--- config.mk ---
export PLATFORM = sky130hd
export DESIGN_NAME = vlsu_txn_ctrl
export DESIGN_NICKNAME = d
export VERILOG_FILES = /design/src/rtl/ara_pkg.sv /design/src/rtl/vlsu_txn_counter.sv /design/src/rtl/vlsu_txn_ctrl.sv
export SDC_FILE = /design/constraint.sdc
export NUM_CORES = 1
export LEC_CHECK = 0
export CORE_MARGIN = 10
export CORE_UTILIZATION = 50
export CTS_BUF_LIST = sky130_fd_sc_hd__clkbuf_16
export CTS_CLUSTER_SIZE = 20
export DETAILED_ROUTE_END_ITERATION = 10
export PLACE_DENSITY = 0.77
export SETUP_SLACK_MARGIN = 0.05
export SYNTH_ARGS = -nofsm -noshare
export SYNTH_HDL_FRONTEND = slang
export SYNTH_SLANG_ARGS = --single-unit
--- constraint.sdc ---
create_clock -name clk_i -period 5.3 [get_ports clk_i]
set_input_delay 0.53 -clock clk_i [delete_from_list [all_inputs] [get_ports clk_i]]
set_output_delay 0.53 -clock clk_i [all_outputs]
set_load 0.1 [all_outputs]
--- src/rtl/ara_pkg.sv ---
// ara_pkg: shared transaction-controller state type and default outstanding limits
package ara_pkg;
  typedef enum logic [1:0] {IDLE, RD, WR, DRAIN} txn_state_e;
  localparam int unsigned DefMaxRdTxn = 8;
  localparam int unsigned DefMaxWrTxn = 8;
  localparam int unsigned TxnCntW = 8;
endpackage

--- src/rtl/vlsu_txn_counter.sv ---
// vlsu_txn_counter: saturating up/down outstanding-burst counter with underflow pulse
module vlsu_txn_counter import ara_pkg::*; #(
  parameter int unsigned Max = DefMaxRdTxn
) (
  input  logic               clk_i,
  input  logic               rst_i,
  input  logic               inc_i,
  input  logic               dec_i,
  output logic [TxnCntW-1:0] cnt_o,
  output logic               err_o
);
  logic [TxnCntW-1:0] cnt_q, cnt_d;
  logic err_q, err_d;
  // a simultaneous issue and completion cancel out, even at zero
  always_comb begin
    err_d = dec_i & ~inc_i & (cnt_q == '0);
    cnt_d = (inc_i & ~dec_i & (cnt_q < TxnCntW'(Max))) ? cnt_q + 1'b1 :
            (dec_i & ~inc_i & (cnt_q != '0)) ? cnt_q - 1'b1 : cnt_q;
  end
  always_ff @(posedge clk_i or posedge rst_i) begin
    if (rst_i) begin
      cnt_q <= '0;
      err_q <= 1'b0;
    end else begin
      cnt_q <= cnt_d;
      err_q <= err_d;
    end
  end
  assign cnt_o = cnt_q;
  assign err_o = err_q;
endmodule

--- src/rtl/vlsu_txn_ctrl.sv ---
// vlsu_txn_ctrl: limits outstanding AXI read/write bursts and optionally serialises loads vs stores
module vlsu_txn_ctrl import ara_pkg::*; #(
  parameter int unsigned MaxRdTxn = DefMaxRdTxn,
  parameter int unsigned MaxWrTxn = DefMaxWrTxn,
  parameter type axi_ar_t = logic,
  parameter type axi_aw_t = logic
) (
  input  logic               clk_i,
  input  logic               rst_i,
  input  logic               ord_i,
  input  axi_ar_t            slv_ar_i,
  input  logic               slv_ar_valid_i,
  output logic               slv_ar_ready_o,
  output axi_ar_t            mst_ar_o,
  output logic               mst_ar_valid_o,
  input  logic               mst_ar_ready_i,
  input  axi_aw_t            slv_aw_i,
  input  logic               slv_aw_valid_i,
  output logic               slv_aw_ready_o,
  output axi_aw_t            mst_aw_o,
  output logic               mst_aw_valid_o,
  input  logic               mst_aw_ready_i,
  input  logic               r_valid_i,
  input  logic               r_ready_i,
  input  logic               r_last_i,
  input  logic               b_valid_i,
  input  logic               b_ready_i,
  output logic [TxnCntW-1:0] rd_cnt_o,
  output logic [TxnCntW-1:0] wr_cnt_o,
  output logic               idle_o,
  output logic               err_o
);
  txn_state_e state_q, state_d;
  logic rd_ok, wr_ok, ar_en, aw_en, ar_hs, aw_hs, rd_err, wr_err;
  assign mst_ar_o = slv_ar_i;
  assign mst_aw_o = slv_aw_i;
  // in IDLE a grantable AR pre-empts AW so loads win simultaneous requests
  always_comb begin
    rd_ok = rd_cnt_o < TxnCntW'(MaxRdTxn);
    wr_ok = wr_cnt_o < TxnCntW'(MaxWrTxn);
    ar_en = ~ord_i ? rd_ok : rd_ok & (state_q == IDLE || state_q == RD);
    aw_en = ~ord_i ? wr_ok : wr_ok & ((state_q == WR) |
            ((state_q == IDLE) & ~(slv_ar_valid_i & rd_ok)));
    mst_ar_valid_o = slv_ar_valid_i & ar_en & ~rst_i;
    slv_ar_ready_o = mst_ar_ready_i & ar_en & ~rst_i;
    mst_aw_valid_o = slv_aw_valid_i & aw_en & ~rst_i;
    slv_aw_ready_o = mst_aw_ready_i & aw_en & ~rst_i;
    ar_hs = mst_ar_valid_o & mst_ar_ready_i;
    aw_hs = mst_aw_valid_o & mst_aw_ready_i;
  end
  always_comb begin
    state_d = state_q;
    case (state_q)
      IDLE:    state_d = ar_hs ? RD : aw_hs ? WR : IDLE;
      RD:      state_d = slv_aw_valid_i ? DRAIN :
                         (rd_cnt_o == '0 && !slv_ar_valid_i) ? IDLE : RD;
      WR:      state_d = slv_ar_valid_i ? DRAIN :
                         (wr_cnt_o == '0 && !slv_aw_valid_i) ? IDLE : WR;
      default: state_d = (rd_cnt_o == '0 && wr_cnt_o == '0) ? IDLE : DRAIN;
    endcase
    if (!ord_i) state_d = IDLE;
  end
  always_ff @(posedge clk_i or posedge rst_i) begin
    if (rst_i) state_q <= IDLE;
    else       state_q <= state_d;
  end
  vlsu_txn_counter #(.Max(MaxRdTxn)) i_rd_cnt (
    .clk_i (clk_i),
    .rst_i (rst_i),
    .inc_i (ar_hs),
    .dec_i (r_valid_i & r_ready_i & r_last_i),
    .cnt_o (rd_cnt_o),
    .err_o (rd_err)
  );
  vlsu_txn_counter #(.Max(MaxWrTxn)) i_wr_cnt (
    .clk_i (clk_i),
    .rst_i (rst_i),
    .inc_i (aw_hs),
    .dec_i (b_valid_i & b_ready_i),
    .cnt_o (wr_cnt_o),
    .err_o (wr_err)
  );
  assign idle_o = (state_q == IDLE) && (rd_cnt_o == '0) && (wr_cnt_o == '0);
  assign err_o  = rd_err | wr_err;
endmodule
==> impl_metrics.tcl <==
set metrics [dict create \
    mostFrequentLayoutCell "clkdlybuf4s50_1" \
    dr.first_iter.drc_count 75 \
    most-common-layout-cells "clkdlybuf4s50_1 (33), dfrtp_1 (20), a21oi_1 (12), ha_1 (12)" \
    cp-endpoint "idle_o" \
    io_pins 38 \
    grt_util_all_layers 0.129 \
    route.vias.total 1389 \
    cts-buffers-inserted 3 \
    antenna_found_initial 0 \
    reg2reg_slack_ns 2.24 \
    synth_area_per_cell_um2 9.96 \
    cp.required_ns 4.77 \
    grt_max_degree 21 \
    io_buffer_count 33 \
    drive_above_1_share 0.145 \
    die-area_mm2 0.00601 \
    synthArstFlopShare 1.00 \
    ys.flop_type "dfrtp_1" \
    fmax_mhz 290 \
    root_buffer "clkbuf_16" \
    worstPathArrival_ns 2.92 \
    vias_per_cell 5.69 \
    finalSetupTns_ns 0 \
    routed_wl_um 3930 \
    synth_edf_count 0 \
    hold_class "reg -> reg" \
    first_global_vias 1448 \
    core_mm2 0.00310 \
    cts.clk_slew.worst_paths_ns 0.06 \
    cts_tree "done" \
    clk_latency_ns 0.25 \
    drv_cap 0 \
    post-route-period-util 0.650 \
    syn_to_final_growth_pct 28.1 \
    path_max_fanout 5 \
    nFillCells 252 \
    grt_pass1_wl_um 6750 \
    drv_slew 0 \
    synth_cell_types 49 \
    r2r_cells 9 \
    synth_seq_cells 20 \
    ctsHoldBuffers 0 \
    synth_top_cell_by_area "dfrtp_1" \
    clockBufferDepth 2 \
    die_h_um 77.5 \
    rsz0062_at_grt "no" \
    skew_ns 0.00245 \
    postCtsSetupRepairBufs 0 \
    cts.sinks 20 \
    wl_per_cell_um 16.1 \
    slew_headroom 0.325 \
    status "completed" \
    cts_resized 0 \
    timing.rr.end "i_wr_cnt.cnt_o[7]$_DFFE_PP0P_" \
    dr.pass1.iters 4 \
    multi_input_area_mm2 0.00110 \
    gr-total-overflow 0 \
    die_w_um 77.5 \
    gpl.final_weighted_congestion 0.846 \
    drc_errors 0 \
    postRouteAntennaNets 0 \
    finish.net_count 229 \
    crit_type "reg -> out" \
    crit_path_start "i_rd_cnt.cnt_o[4]$_DFFE_PP0P_" \
    n_antenna_cell 0 \
    synth_area_mm2 0.00165 \
    final-hold-violation-count 0 \
    fp-row-count 20 \
    ys_seq_area_frac 0.303 \
    start_util 0.533 \
    yosysWarnings 0 \
    layout.area.seq_um2 500 \
    crit_path_end_kind "output port" \
    finalSetupViolations 0 \
    syn_nets 194 \
    fin_crit_ns 3.45 \
    cts.htree.levels 1 \
    ys_top_cells_by_area "dfrtp_1 (30%), ha_1 (9.1%), mux2_4 (9.1%)" \
    post-dp-hpwl_um 3080 \
    r2r-start "i_wr_cnt.cnt_o[7]$_DFFE_PP0P_" \
    worst-slew-pin-transition_ns 1.01 \
    synth.top_cell.area_share 0.303 \
    start_kind "register" \
    syn_inst 166 \
]
flip-flops by register name (all words and copies together), names as in the netlist:
| name | flops |
|---|---|
| i_rd_cnt.cnt_o | 8 |
| i_rd_cnt.err_o | 1 |
| state_q | 2 |
| i_wr_cnt.err_o | 1 |
| i_wr_cnt.cnt_o | 8 |
stage by stage:
step / cells / setup slack (ns) / util / hold slack [ns] / area [um2]
floorplan: 166 / 1.24 / - / 0.494 / 1650
global placement: 240 / 1.81 / 0.648 / 0.514 / 2010
detailed placement: 240 / 1.72 / 0.648 / 0.526 / 2010
CTS: 244 / 1.84 / 0.682 / 0.556 / 2120
global route: 244 / 1.76 / 0.682 / 0.558 / 2120
finish: 244 / 1.85 / 0.682 / 0.546 / 2120
kinds of logic after synthesis:
| group | count (synthesis) | synth area share |
|---|---|---|
| XOR/XNOR | 11 | 0.0583 |
| AO/OA/AOI/OAI | 42 | 0.160 |
| buffers and inverters | 11 | 0.0341 |
| flip-flops | 20 | 0.303 |
| AND/OR/NAND/NOR | 57 | 0.233 |
| adder cells (fa/ha/maj) | 14 | 0.115 |
| multiplexers | 11 | 0.0969 |
cells in the mapped netlist, drive strengths merged, types with 2 or more instances:
library cell / instances
a211oi: 4
a21o: 3
a21oi: 12
a31oi: 2
and2: 2
and3: 5
buf: 3
dfrtp: 20
fa: 2
ha: 12
inv: 8
mux2: 10
nand2: 11
nand3: 2
nor2: 10
nor2b: 2
nor3: 8
nor3b: 2
nor4: 3
o211ai: 2
o21ai: 10
o21bai: 2
or2: 2
or4: 3
xnor2: 6
xor2: 5
worst min-delay path by stage:
stage	start	end	slack (ns)	depth (start not counted)
after CTS	i_rd_cnt.cnt_o[7]$_DFFE_PP0P_	i_rd_cnt.cnt_o[7]$_DFFE_PP0P_	0.56	1
final	i_rd_cnt.cnt_o[7]$_DFFE_PP0P_	i_rd_cnt.cnt_o[7]$_DFFE_PP0P_	0.55	1
after global routing	i_rd_cnt.cnt_o[7]$_DFFE_PP0P_	i_rd_cnt.cnt_o[7]$_DFFE_PP0P_	0.56	1
after global placement	i_rd_cnt.cnt_o[7]$_DFFE_PP0P_	i_rd_cnt.cnt_o[7]$_DFFE_PP0P_	0.51	1
after detailed placement	i_rd_cnt.cnt_o[7]$_DFFE_PP0P_	i_rd_cnt.cnt_o[7]$_DFFE_PP0P_	0.53	1
after floorplan	rst_i	i_rd_cnt.cnt_o[0]$_DFFE_PP0P_	0.49	1
critical path: stages, from the launching register on:
cell	delay, ns
dfrtp_1	0.44
or4_1	0.57
nor3_2	0.29
and3_2	0.23
clkdlybuf4s50_1	1.13
area by class of cell:
type	instances	area share
Clock inverter	1	0.0142
Sequential cell	20	0.236
Tap cell	44	0.0260
Clock buffer	3	0.0355
Timing Repair Buffer	33	0.156
Multi-Input combinational cell	135	0.518
Inverter	8	0.0142
routing by layer:
metal  global-route usage  vias to the layer above  wire length, um
met4              0.00547                        0                0
met5                    0                        -                0
li1                     -                      684                -
met3               0.0380                        0              198
met1                0.155                      673             1770
met2                0.232                       32             1960
Power is not shown: default switching activity piles up to over one toggle a cycle in this logic, so the estimate is an artifact.
